`src/rtl/imem_boot_loader.sv`:
```
// imem_boot_loader
//
// Receives a framed byte stream over a valid/ready handshake, assembles
// little-endian 32-bit words and writes them sequentially into the
// instruction memory. The core is held in reset (core_run=0) until a
// complete image with a matching XOR checksum has been loaded.
//
// Frame: SYNC_BYTE, LEN_LO, LEN_HI, 4*N data bytes (LSB first), CHK.
// N is the 16-bit word count; CHK is the XOR of all data bytes.
//
// Ports:
//   CLK        clock, all state changes on the rising edge
//   reset      asynchronous active-low reset
//   rx_data    incoming byte
//   rx_valid   rx_data is valid
//   rx_ready   loader accepts a byte this cycle
//   restart    single-cycle pulse, returns DONE/ERROR to IDLE
//   imem_we    instruction memory write strobe, one cycle per word
//   imem_addr  word-aligned byte address of the write
//   imem_wdata assembled instruction word
//   core_run   core may leave reset and execute
//   load_err   error flag, held until restart
module imem_boot_loader #(
    parameter int         ADDR_W    = 10,
    parameter logic [7:0] SYNC_BYTE = 8'hA5
) (
    input  logic        CLK,
    input  logic        reset,
    input  logic [7:0]  rx_data,
    input  logic        rx_valid,
    output logic        rx_ready,
    input  logic        restart,
    output logic        imem_we,
    output logic [31:0] imem_addr,
    output logic [31:0] imem_wdata,
    output logic        core_run,
    output logic        load_err
);

    typedef enum logic [2:0] {
        ST_IDLE,
        ST_LEN_LO,
        ST_LEN_HI,
        ST_DATA,
        ST_CHECK,
        ST_DONE,
        ST_ERROR
    } state_t;

    state_t state;
    state_t state_next;

    logic [1:0]      byte_cnt;
    logic [ADDR_W:0] word_idx;
    logic [15:0]     len_q;
    logic [7:0]      chk;
    logic [23:0]     word_buf;

    logic            accept;
    logic [31:0]     n_now;
    logic [31:0]     max_words;
    logic            last_word;

    // rx_ready is gated by reset directly so it drops the moment reset
    // is asserted, independent of the registered state.
    assign rx_ready  = reset && (state != ST_DONE) && (state != ST_ERROR);
    assign accept    = rx_valid && rx_ready;

    // Word count as it will be once LEN_HI is latched this cycle.
    assign n_now     = {16'd0, rx_data, len_q[7:0]};
    assign max_words = 32'd1 << ADDR_W;

    // True while the word currently being assembled is the final one.
    assign last_word = (32'(word_idx) + 32'd1) == {16'd0, len_q};

    assign core_run  = (state == ST_DONE);
    assign load_err  = (state == ST_ERROR);

    always_ff @(posedge CLK or negedge reset) begin
        if (!reset) begin
            state <= ST_IDLE;
        end else begin
            state <= state_next;
        end
    end

    always_comb begin
        state_next = state;
        case (state)
            ST_IDLE: begin
                if (accept && rx_data == SYNC_BYTE) begin
                    state_next = ST_LEN_LO;
                end
            end
            ST_LEN_LO: begin
                if (accept) begin
                    state_next = ST_LEN_HI;
                end
            end
            ST_LEN_HI: begin
                if (accept) begin
                    if (n_now == 32'd0) begin
                        state_next = ST_CHECK;
                    end else if (n_now > max_words) begin
                        state_next = ST_ERROR;
                    end else begin
                        state_next = ST_DATA;
                    end
                end
            end
            ST_DATA: begin
                if (accept && byte_cnt == 2'd3 && last_word) begin
                    state_next = ST_CHECK;
                end
            end
            ST_CHECK: begin
                if (accept) begin
                    state_next = (rx_data == chk) ? ST_DONE : ST_ERROR;
                end
            end
            ST_DONE, ST_ERROR: begin
                if (restart) begin
                    state_next = ST_IDLE;
                end
            end
            default: state_next = ST_IDLE;
        endcase
    end

    // Frame datapath: length latch, byte assembly, checksum and the
    // registered memory write port. imem_addr/imem_wdata only change on
    // a write so they hold their last value between strobes.
    always_ff @(posedge CLK or negedge reset) begin
        if (!reset) begin
            byte_cnt   <= '0;
            word_idx   <= '0;
            len_q      <= '0;
            chk        <= '0;
            word_buf   <= '0;
            imem_we    <= 1'b0;
            imem_addr  <= '0;
            imem_wdata <= '0;
        end else begin
            imem_we <= 1'b0;
            case (state)
                ST_IDLE: begin
                    if (accept && rx_data == SYNC_BYTE) begin
                        chk      <= '0;
                        word_idx <= '0;
                        byte_cnt <= '0;
                    end
                end
                ST_LEN_LO: begin
                    if (accept) begin
                        len_q[7:0] <= rx_data;
                    end
                end
                ST_LEN_HI: begin
                    if (accept) begin
                        len_q[15:8] <= rx_data;
                        byte_cnt    <= '0;
                    end
                end
                ST_DATA: begin
                    if (accept) begin
                        chk      <= chk ^ rx_data;
                        byte_cnt <= byte_cnt + 2'd1;
                        case (byte_cnt)
                            2'd0: word_buf[7:0]   <= rx_data;
                            2'd1: word_buf[15:8]  <= rx_data;
                            2'd2: word_buf[23:16] <= rx_data;
                            default: begin
                                imem_we    <= 1'b1;
                                imem_addr  <= 32'({word_idx, 2'b00});
                                imem_wdata <= {rx_data, word_buf};
                                word_idx   <= word_idx + 1'b1;
                            end
                        endcase
                    end
                end
                default: ;
            endcase
        end
    end

endmodule

```
`config.mk`:
```
export PLATFORM = sky130hd
export DESIGN_NAME = imem_boot_loader
export DESIGN_NICKNAME = d
export VERILOG_FILES = /design/src/rtl/imem_boot_loader.sv
export SDC_FILE = /design/constraint.sdc
export NUM_CORES = 1
export LEC_CHECK = 0
export BUFFER_PORTS_ARGS = -buffer_cell sky130_fd_sc_hd__buf_2
export CORE_MARGIN = 2
export CORE_UTILIZATION = 25
export CTS_CLUSTER_DIAMETER = 50
export CTS_CLUSTER_SIZE = 14
export DETAILED_ROUTE_END_ITERATION = 10
export SLEW_MARGIN = 20
export SYNTH_ARGS = -nofsm -noshare
export SYNTH_HDL_FRONTEND = slang
export SYNTH_SLANG_ARGS = --single-unit
export TNS_END_PERCENT = 100
```
`constraint.sdc`:
```
create_clock -name CLK -period 4.95 [get_ports CLK]
set_input_delay 0.99 -clock CLK [delete_from_list [all_inputs] [get_ports CLK]]
set_output_delay 0.99 -clock CLK [all_outputs]
set_load 0.05 [all_outputs]
```
; After elaboration in Yosys (flattened, before gate mapping)
; Cells that the tools add are included.
[classes]
add_sub_neg = 3
order_cmp = 1
eq_ne = 22
n_mux = 24
bitwise = 2
n_reduce_logical = 23
[op_table]
columns = op, count
row1 = 2-to-1 mux 11 bit, 3
row2 = logical NOT 32 bit, 1
row3 = 2-to-1 mux 3 bit, 8
row4 = one-hot mux 11 bit (2 select lines), 1
row5 = one-hot mux 3 bit (6 select lines), 1
row6 = == test 12 x 16 -> 1 bit, 1
row7 = greater-than comparator 16 x 11 -> 1 bit (second input constant), 1
row8 = 2-to-1 mux 8 bit, 2
row9 = inequality test 2 bit (second input constant), 8
row10 = one-hot mux 8 bit (2 select lines), 1
row11 = AND reduction 3 bit, 5
row12 = adder 11 x 1 -> 12 bit (second input constant), 1
row13 = adder 11 x 1 -> 11 bit (second input constant), 1
row14 = == test 3 bit (second input constant), 3
row15 = == test 8 bit, 1
row16 = == test 8 bit (second input constant), 1
row17 = 2-to-1 mux 2 bit, 4
row18 = AND reduction 4 bit, 2
row19 = XOR 8 bit, 1
row20 = == test 3 x 2 -> 1 bit (second input constant), 2
row21 = logical AND 1 bit, 6
row22 = inequality test 3 bit (second input constant), 2
row23 = one-hot mux 2 bit (3 select lines), 1
row24 = AND reduction 6 bit, 1
row25 = 13 further kinds, 17
[totals]
ff_bits = 108
out_inout_bits = 68
elab_cells = 87

; Depth between registers and ports, before layout
; Gate-level depths: netlist of run 1.
[logic_depth]
ltp_word = 8
depth_mapped = 8
ltp_nobuf = 7

; Least setup slack after synthesis of run 1
; No wires, ideal clock.
[synth_timing]
kind = input to output
startpoint = input port reset
endpoint = output port rx_ready
arrival_time_ps = 2136
setup_slack_ps = 1824
cell_stages = 1
n_path_buf = 0
path_cell_list = nor3b_1
[synth_via]
elab_chain_cells = 2
[synth_rtl]
columns = item, line
row1 = start: declaration, 28  ; input logic reset,
row2 = logical AND 1 bit (2 in a row), 66  ; assign rx_ready = reset && (state != ST_DONE) && (state != ST_ERROR);
row3 = end: declaration, 31  ; output logic rx_ready,
; No other way between the ends.

; Final worst setup path of run 1
[layout_timing]
startpoint = register state[1]
endpoint = output port rx_ready
[layout_via]
elab_chain_cells = 3
elab_cells_between_ends = 4
cone_classes = eq/ne: 2 / reduce/logical: 2
[layout_rtl]
columns = item, line
row1 = start: declaration, 50  ; state_t state;
row2 = start signal: assignment, 83  ; state <= state_next;
row3 = inequality test 3 bit, 66
row4 = logical AND 1 bit, 66
row5 = logical AND 1 bit (*), 66
; Every way passes the cells marked *; elsewhere a longest branch is shown, timed or not.

==> results.json, run 1 <==
{
  "clkTransAtPathRegs_ns": 0.08,
  "port_buffers": 58,
  "start_util_pct": 25.4,
  "finalSetupTns_ns": 0,
  "dp_hpwl_um": 8690,
  "powerDensity_mw_per_mm2": 464,
  "layout-drive-gt1-share_pct": 21.0,
  "cts_tree": "yes",
  "finalCritPeriodShare_pct": 57.8,
  "p_clk_share_pct": 28.8,
  "critical-path-slowest-cell": "dfrtp_1",
  "gr-usage-all-layers_pct": 11.8,
  "synth_cell_types": 57,
  "vias": 4010,
  "synth-seq-cells": 108,
  "clock-sinks": 108,
  "worstSetupEndpointType": "primary output",
  "period_minus_slack_ns": 2.86,
  "antenna_found_initial": 0,
  "ctsLongestPathBuffers": 2,
  "cp.buffers_inverters": 1,
  "async_reset_ff_share_pct": 100,
  "finalWeightedCongestion": 0.794,
  "power_frac_seq_pct": 45.1,
  "cts_setup_buffers": 0,
  "timing.fmax_mhz": 350,
  "synth_common_cells": "149 x nand2_1, 108 x dfrtp_1, 39 x mux2_2, 39 x o21ai_0",
  "power_frac_comb_pct": 26.2,
  "placedInstanceArea_mm2": 0.00579,
  "max_stage_delay_ns": 0.61,
  "synthesis.area_mm2": 0.00534,
  "cp.arrival_ns": 1.87,
  "cts_made_buffers": 9,
  "worst_pin_slew_ns": 0.767,
  "dr.pass1.iters": 5,
  "syn_inst": 561,
  "dieArea_mm2": 0.0226,
  "p_int_uw": 1860,
  "drtAntennaViolNets": 0,
  "cap_viol_max_count": 0,
  "leakage_uw": 0.00304,
  "status": "finished clean",
  "required_ns": 3.96,
  "die_w_um": 150,
  "setup_viol": 0,
  "hold_viol": 0,
  "wire_per_inst_um": 14.4,
  "ir_worst_vdd_mv": 0.216,
  "critPathLaunchType": "flip-flop",
  "viasPerCell": 4.56,
  "path_cells": "and3b_1 > nor3b_1 > buf_2",
  "grt-ovfl-total": 0,
  "grt_start_max_net_pins": 63,
  "yosysMostFrequentCell": "nand2_1",
  "synth_edf_count": 0,
  "grt_pass1_wl_um": 20900,
  "synth_area_leaders": "dfrtp_1 51%, nand2_1 10%, mux2_2 8.2%",
  "maxSlewViolCount": 0,
  "area_growth_pct": 14.7,
  "path_max_fanout": 15,
  "synth_top_area_share_pct": 50.6,
  "fp-row-count": 53,
  "max_slew_margin_pct": 48.9,
  "root_buffer": "clkbuf_16",
  "p_switching_uw": 979,
  "diodes": 0,
  "ctsResizeCount": 0,
  "core_mm2": 0.0210,
  "yosysTopAreaCell": "dfrtp_1",
  "utilization_pct": 29.1,
  "worstSkewPairLatency_ns": 0.35,
  "grt_pass1_vias": 3847,
  "finalClockSkew_ns": 0.00925,
  "n_fill_cell": 2223,
  "drc_errors": 0,
  "ctsHoldBuffers": 0,
  "worstSetupPathType": "reg -> out",
  "seq_area_frac_synth_pct": 50.6,
  "rsz0062_at_grt": "false",
  "hold_class": "in -> async",
  "drt_iter0_markers": 308,
  "cpLargestDelayFamily": "flip-flops",
  "num_io_pins": 80,
  "layout.nets": 618,
  "fin_area_mm2": 0.00613,
  "swShare_pct": 34.4,
  "syn_avg_cell_area_um2": 9.52,
  "wirelength_um": 12700,
  "ctsHtreeMaxLevel": 3,
  "synth_flop_cell": "dfrtp_1",
  "hold_ws_ns": 0.454,
  "die_h_um": 150,
  "ys_warn_count": 0
}
==> power by group through the flow <==
stage	Clock [µW]	Combinational, µW	Sequential (µW)
after CTS	836	748	1280
after floorplan	0	577	1290
after global routing	869	830	1310
final	819	744	1280
after global placement	0	735	1300
after detailed placement	0	746	1300
==> cells in the final DEF, fill, tap and decap left out, drive strengths merged, types with 11 or more instances in the layout <==
cell and n:
buf 64, nand2 149, nand3 11, xnor2 14, inv 12, o21ai 43
dfrtp 108, mux2 39, conb 21, nor2 28
==> per-stage QoR <==
stage,worst slack (ns),power (µW),std cells
finish,2.09,2840,880
CTS,2.00,2860,880
detailed placement,2.10,2040,864
floorplan,1.82,1870,581
global route,1.94,3010,880
global placement,2.11,2030,864
==> layer usage <==
metal / vias to the layer above / track usage (%) / part of all wire [%]
met5: - / 0 / 0
met4: 0 / 1.79 / 0.54
met3: 11 / 2.94 / 5.3
met2: 111 / 18.1 / 45
met1: 1963 / 17.2 / 49
li1: 1925 / - / -
==> final timing paths <==
check / startpoint / cells past startpoint / to / slack [ns]
setup reg to reg: word_idx[0] / 7 / state[1] / 2.55
setup / recovery: state[1] / 3 / rx_ready / 2.09
hold / removal: reset / 1 / state[0] / 0.45
max in group asynchronous: reset / 3 / imem_wdata[1] / 2.92
hold reg to reg: imem_addr[2] / 2 / imem_addr[2] / 0.47
min in group CLK: imem_addr[2] / 2 / imem_addr[2] / 0.47
==> kinds of logic (layout without fill, tap and decap cells) <==
kind of cell	after synthesis	in the layout	synth area share (%)
AO/OA/AOI/OAI	81	81	9.34
XOR/XNOR	19	19	3.11
adder cells (fa/ha/maj)	6	6	1.41
buffers and inverters	64	88	6.44
flip-flops	108	108	50.6
multiplexers	42	42	8.78
other	1	21	0.0702
AND/OR/NAND/NOR	240	240	20.3
==> worst reg2reg max path, delay by kind of cell (launching register included) <==
kind / cells / cell delay, ns
AND/OR/NAND/NOR: 3 / 0.84
adder cells (fa/ha/maj): 1 / 0.31
flip-flops: 1 / 0.50
AO/OA/AOI/OAI: 3 / 0.63
==> cell type report <==
cell class / instances / area, µm² / area share, %
Timing Repair Buffer: 64 / 338 / 5.51
Inverter: 8 / 30.0 / 0.490
Clock inverter: 7 / 114 / 1.86
Sequential cell: 108 / 2700 / 44.1
Clock buffer: 9 / 225 / 3.68
Tap cell: 275 / 344 / 5.62
Multi-Input combinational cell: 409 / 2370 / 38.7
==> state kept, by name, indices dropped and copies added (netlist names) <==
name        count
imem_addr      11
word_buf       24
chk             8
byte_cnt        2
imem_wdata     32
len_q          16
state           3
imem_we         1
word_idx       11
(Power assumes the default switching activity.)
==> inputs of run 2 (changes only) <==
==> constraint.sdc (replaced) <==
create_clock -name CLK -period 2.9 [get_ports CLK]
set_input_delay 0.58 -clock CLK [delete_from_list [all_inputs] [get_ports CLK]]
set_output_delay 0.58 -clock CLK [all_outputs]
set_load 0.05 [all_outputs]
==> run 2 against run 1 <==
Setup slack got worse by 1.6 ns. Total power rose by 65%. Non-clock buffer count rose by 5. Count of clock-buffer cells in the layout did not move. First-iteration DRC count fell by 31%. Largest cell class unchanged. Clock power rose by 50%. Cell count rose by 0.57%. Worst hold slack got worse by 0.17 ns. Clock skew rose by 0.0013 ns. Utilization barely moved. Critical path depth rose by 4.
==> results.json, run 2 (synthesis results as in run 1) <==
{
  "clock-sinks": 108,
  "path_max_fanout": 7,
  "grt_pass1_vias": 3906,
  "period_minus_slack_ns": 2.45,
  "cp.arrival_ns": 2.67,
  "layout-drive-gt1-share_pct": 21.6,
  "port_buffers": 58,
  "grt_pass1_wl_um": 21000,
  "leakage_uw": 0.00304,
  "worstSetupEndpointType": "flip-flop",
  "finalSetupTns_ns": 0,
  "vias": 4027,
  "cts_tree": "yes",
  "grt_start_max_net_pins": 82,
  "worstSkewPairLatency_ns": 0.35,
  "layout.nets": 623,
  "setup_viol": 0,
  "wirelength_um": 12700,
  "max_slew_margin_pct": 50.4,
  "root_buffer": "clkbuf_16",
  "area_growth_pct": 14.6,
  "grt-ovfl-total": 0,
  "largest_reg_flops": 32,
  "cap_viol_max_count": 0,
  "top_register": "imem_wdata",
  "powerDensity_mw_per_mm2": 767,
  "dp_hpwl_um": 8740,
  "hold_class": "in -> async",
  "antenna_found_initial": 0,
  "gr-usage-all-layers_pct": 11.8,
  "finalCritPeriodShare_pct": 84.4,
  "utilization_pct": 29.1,
  "drtAntennaViolNets": 0,
  "largest_registers": "imem_wdata (32), word_buf (24), len_q (16)",
  "ctsHoldBuffers": 0,
  "p_switching_uw": 1670,
  "power_frac_seq_pct": 45.5,
  "drt_iter0_markers": 213,
  "status": "finished clean",
  "worstSetupPathType": "reg -> reg",
  "worst_pin_slew_ns": 0.743,
  "ir_worst_vdd_mv": 0.326,
  "die_w_um": 150,
  "critPathLaunchType": "flip-flop",
  "p_int_uw": 3030,
  "wire_per_inst_um": 14.4,
  "viasPerCell": 4.55,
  "cts_setup_buffers": 0,
  "dieArea_mm2": 0.0226,
  "num_io_pins": 80,
  "dr.pass1.iters": 4,
  "hold_viol": 0,
  "cts_made_buffers": 9,
  "timing.fmax_mhz": 409,
  "ctsResizeCount": 0,
  "swShare_pct": 35.6,
  "diodes": 0,
  "core_mm2": 0.0210,
  "required_ns": 3.12,
  "ctsHtreeMaxLevel": 3,
  "die_h_um": 150,
  "rsz0062_at_grt": "false",
  "finalWeightedCongestion": 0.863,
  "ctsLongestPathBuffers": 2,
  "finalClockSkew_ns": 0.0105,
  "layout_common_cells": "148 x nand2_1, 108 x dfrtp_1, 57 x buf_2",
  "maxSlewViolCount": 0,
  "start_util_pct": 25.4,
  "fp-row-count": 53,
  "mostFrequentLayoutCell": "nand2_1",
  "clkTransAtPathRegs_ns": 0.08,
  "drc_errors": 0,
  "p_clk_share_pct": 26.1,
  "power_frac_comb_pct": 28.4
}
## run 2: cell types whose count changed in the layout (fill, tap and decap cells not counted), sizes merged
cell / delta
buf: +5
clkinv: +2
bufinv: -2
## run 2: per-layer routing
metal / share of wire (%) / up-vias / track usage [%] / wire [µm]
met5: 0 / - / 0 / 0
met4: 1.0 / 0 / 2.31 / 131
met3: 4.5 / 10 / 2.82 / 575
met2: 46 / 103 / 18.7 / 5880
met1: 48 / 1975 / 16.5 / 6130
li1: - / 1939 / - / -
## run 2: power by group through the flow
stage                     Clock, µW  Combinational, µW  Sequential [µW]
final                          1230               1330             2140
after global routing           1320               1490             2200
after CTS                      1250               1340             2140
after detailed placement          0               1340             2170
after global placement            0               1310             2160
after floorplan                   0                985             2200
## run 2: path summary, 6_finish.rpt
check / start / to / slack (ns) / depth (start not counted)
max: word_idx[0] / state[0] / 0.45 / 7
min: reset / word_buf[8] / 0.29 / 2
max reg2reg: word_idx[0] / state[0] / 0.45 / 7
min reg2reg: imem_wdata[19] / imem_wdata[19] / 0.47 / 2
max in group asynchronous: reset / imem_addr[4] / 1.57 / 3
min in group CLK: imem_wdata[19] / imem_wdata[19] / 0.47 / 2
## run 2: area by class of cell
class                      count  area (µm²)
fill                        2241       14900
timing repair buffer          69         379
clock inverter                 7        67.6
multi-input combinational    409        2370
sequential                   108        2700
tap                          275         344
inverter                       8        30.0
clock buffer                   9         225
## run 2: worst max-delay path, cell delays in order (launching register included)
cell and delay [ns]:
dfrtp_1 0.48, ha_1 0.30, nand3_1 0.23, o22ai_1 0.30, nand4_1 0.12, or4_1 0.51, a21oi_1 0.24, o21ai_0 0.14
## run 2: stage by stage
stage          hold WS, ns  power (µW)  worst slack, ns  cell area, µm²  instances
2_1_floorplan        0.284        3190            0.294            5420        581
3_3_place_gp         0.452        3470            0.434            5830        869
3_5_place_dp         0.456        3510            0.433            5830        869
4_1_cts              0.289        4730            0.473            6120        885
5_1_grt              0.293        5010            0.251            6120        885
6_report             0.287        4700            0.454            6120        885
==> inputs of run 3 (changes only) <==
==> constraint.sdc (replaced) <==
create_clock -name CLK -period 2.49 [get_ports CLK]
set_input_delay 0.498 -clock CLK [delete_from_list [all_inputs] [get_ports CLK]]
set_output_delay 0.498 -clock CLK [all_outputs]
set_load 0.05 [all_outputs]
==> run 3 against run 2 <==
Non-clock buffer count grew 6. First-iteration DRC count down 17%. Clock skew rose by 0.0012 ns. Maximum frequency up 6.8%. Clock power increased by 16%. Wire length rose by 1.1%. Via count rose by 0.52%. Cell count up 0.68%. Sequential share of layout area shrank 0.49 points.
==> results.json, run 3 (synthesis results as in run 1) <==
{
  "area_growth_pct": 15.9,
  "drtAntennaViolNets": 0,
  "gr-usage-all-layers_pct": 11.9,
  "core_mm2": 0.0210,
  "maxSlewViolCount": 0,
  "finalSetupTns_ns": 0,
  "leakage_uw": 0.00307,
  "worstSkewPairLatency_ns": 0.35,
  "rsz0062_at_grt": "false",
  "worst_pin_slew_ns": 0.878,
  "critical-path-slowest-cell": "or4_1",
  "powerDensity_mw_per_mm2": 890,
  "utilization_pct": 29.5,
  "cp.arrival_ns": 2.50,
  "wirelength_um": 12900,
  "cpLargestDelayFamily": "simple AND/OR/NAND/NOR gates",
  "num_io_pins": 80,
  "top_register": "imem_wdata",
  "use_met2_pct": 18.8,
  "max_slew_margin_pct": 41.5,
  "drt_iter0_markers": 176,
  "path_max_fanout": 7,
  "finalClockSkew_ns": 0.0118,
  "ctsHtreeMaxLevel": 3,
  "die_w_um": 150,
  "critPathLaunchType": "flip-flop",
  "fp-row-count": 53,
  "cap_viol_max_count": 0,
  "start_util_pct": 25.4,
  "hold_viol": 0,
  "grt-ovfl-total": 0,
  "finalWeightedCongestion": 0.833,
  "vias": 4048,
  "max_stage_delay_ns": 0.52,
  "dieArea_mm2": 0.0226,
  "layout-drive-gt1-share_pct": 22.7,
  "period_minus_slack_ns": 2.29,
  "dr.pass1.iters": 4,
  "cts_tree": "yes",
  "path_cells": "ha_2 > nand3_1 > o22ai_2 > nand4_1 > or4_1 > a21oi_1 > o211ai_1",
  "drc_errors": 0,
  "root_buffer": "clkbuf_16",
  "antenna_found_initial": 0,
  "layout.nets": 629,
  "wire_per_inst_um": 14.4,
  "hold_class": "in -> async",
  "n_fill_cell": 2240,
  "largest_registers": "imem_wdata (32), word_buf (24), len_q (16)",
  "dp_hpwl_um": 8830,
  "worstSetupEndpointType": "flip-flop",
  "cp.buffers_inverters": 0,
  "seqCellArea_mm2": 0.00270,
  "setup_viol": 0,
  "mostFrequentLayoutCell": "nand2_1",
  "port_buffers": 58,
  "ctsHoldBuffers": 0,
  "cts_made_buffers": 9,
  "largest_reg_flops": 32,
  "grt_pass1_wl_um": 21100,
  "status": "finished clean",
  "busiest_layer": "met2",
  "met3_usage_pct": 2.67,
  "die_h_um": 150,
  "grt_start_max_net_pins": 70,
  "layout_common_cells": "148 x nand2_1, 108 x dfrtp_1, 57 x buf_2",
  "viasPerCell": 4.54,
  "clkTransAtPathRegs_ns": 0.07,
  "finalCritPeriodShare_pct": 92.0,
  "required_ns": 2.70,
  "timing.fmax_mhz": 436,
  "clock-sinks": 108,
  "ctsLongestPathBuffers": 2,
  "worstSetupPathType": "reg -> reg",
  "diodes": 0,
  "grt_pass1_vias": 3880,
  "multiInputGateArea_mm2": 0.00239,
  "use_met1_pct": 16.7,
  "ir_worst_vdd_mv": 0.428
}
-- run 3: cell type report --
cell class	instances	area share, %
clock inverters	5	0.829
flip-flops and latches	108	43.7
well taps	275	5.56
inverters	8	0.485
multi-input cells	409	38.6
repair buffers	75	6.99
clock buffers	11	3.92
-- run 3: final timing paths --
check / depth (start not counted) / endpoint / from / slack, ns
worst max register to register: 7 / state[1] / word_idx[0] / 0.20
min in group CLK: 2 / imem_addr[6] / imem_addr[6] / 0.47
max in group asynchronous: 2 / word_buf[15] / reset / 1.54
worst max-delay path: 7 / state[1] / word_idx[0] / 0.20
worst min-delay path: 2 / len_q[10] / reset / 0.23
worst min register to register: 2 / imem_addr[6] / imem_addr[6] / 0.47
-- run 3: repair_timing --
action	4_1_cts	5_1_grt
gates resized for setup	0	2
buffers inserted	0	0
setup endpoints to repair	0	2
-- run 3: worst reg2reg max path, stage by stage, from the launching register on --
cell	delay [ns]
dfrtp_1	0.46
ha_2	0.26
nand3_1	0.20
o22ai_2	0.25
nand4_1	0.11
or4_1	0.52
a21oi_1	0.23
o211ai_1	0.12
-- run 3: per-stage QoR --
stage	total power, µW	cell area [µm²]	hold WS [ns]	setup WS, ns	instances
2_1_floorplan	3710	5420	0.202	0.439	581
3_3_place_gp	4060	5890	0.452	0.235	875
3_5_place_dp	4100	5890	0.448	0.197	875
4_1_cts	5560	6180	0.253	0.184	891
5_1_grt	5870	6190	0.277	0.0138	891
6_report	5510	6190	0.231	0.199	891
-- run 3: layer usage --
metal  vias up  share of wire, %
li1       1952                 -
met1      2002                49
met2        82                46
met3        12               3.9
met4         0              0.92
met5         -                 0
-- run 3: power by group --
group	internal (µW)	switching, µW
clock	735	694
combinational	659	900
sequential	2170	349
total	3560	1940
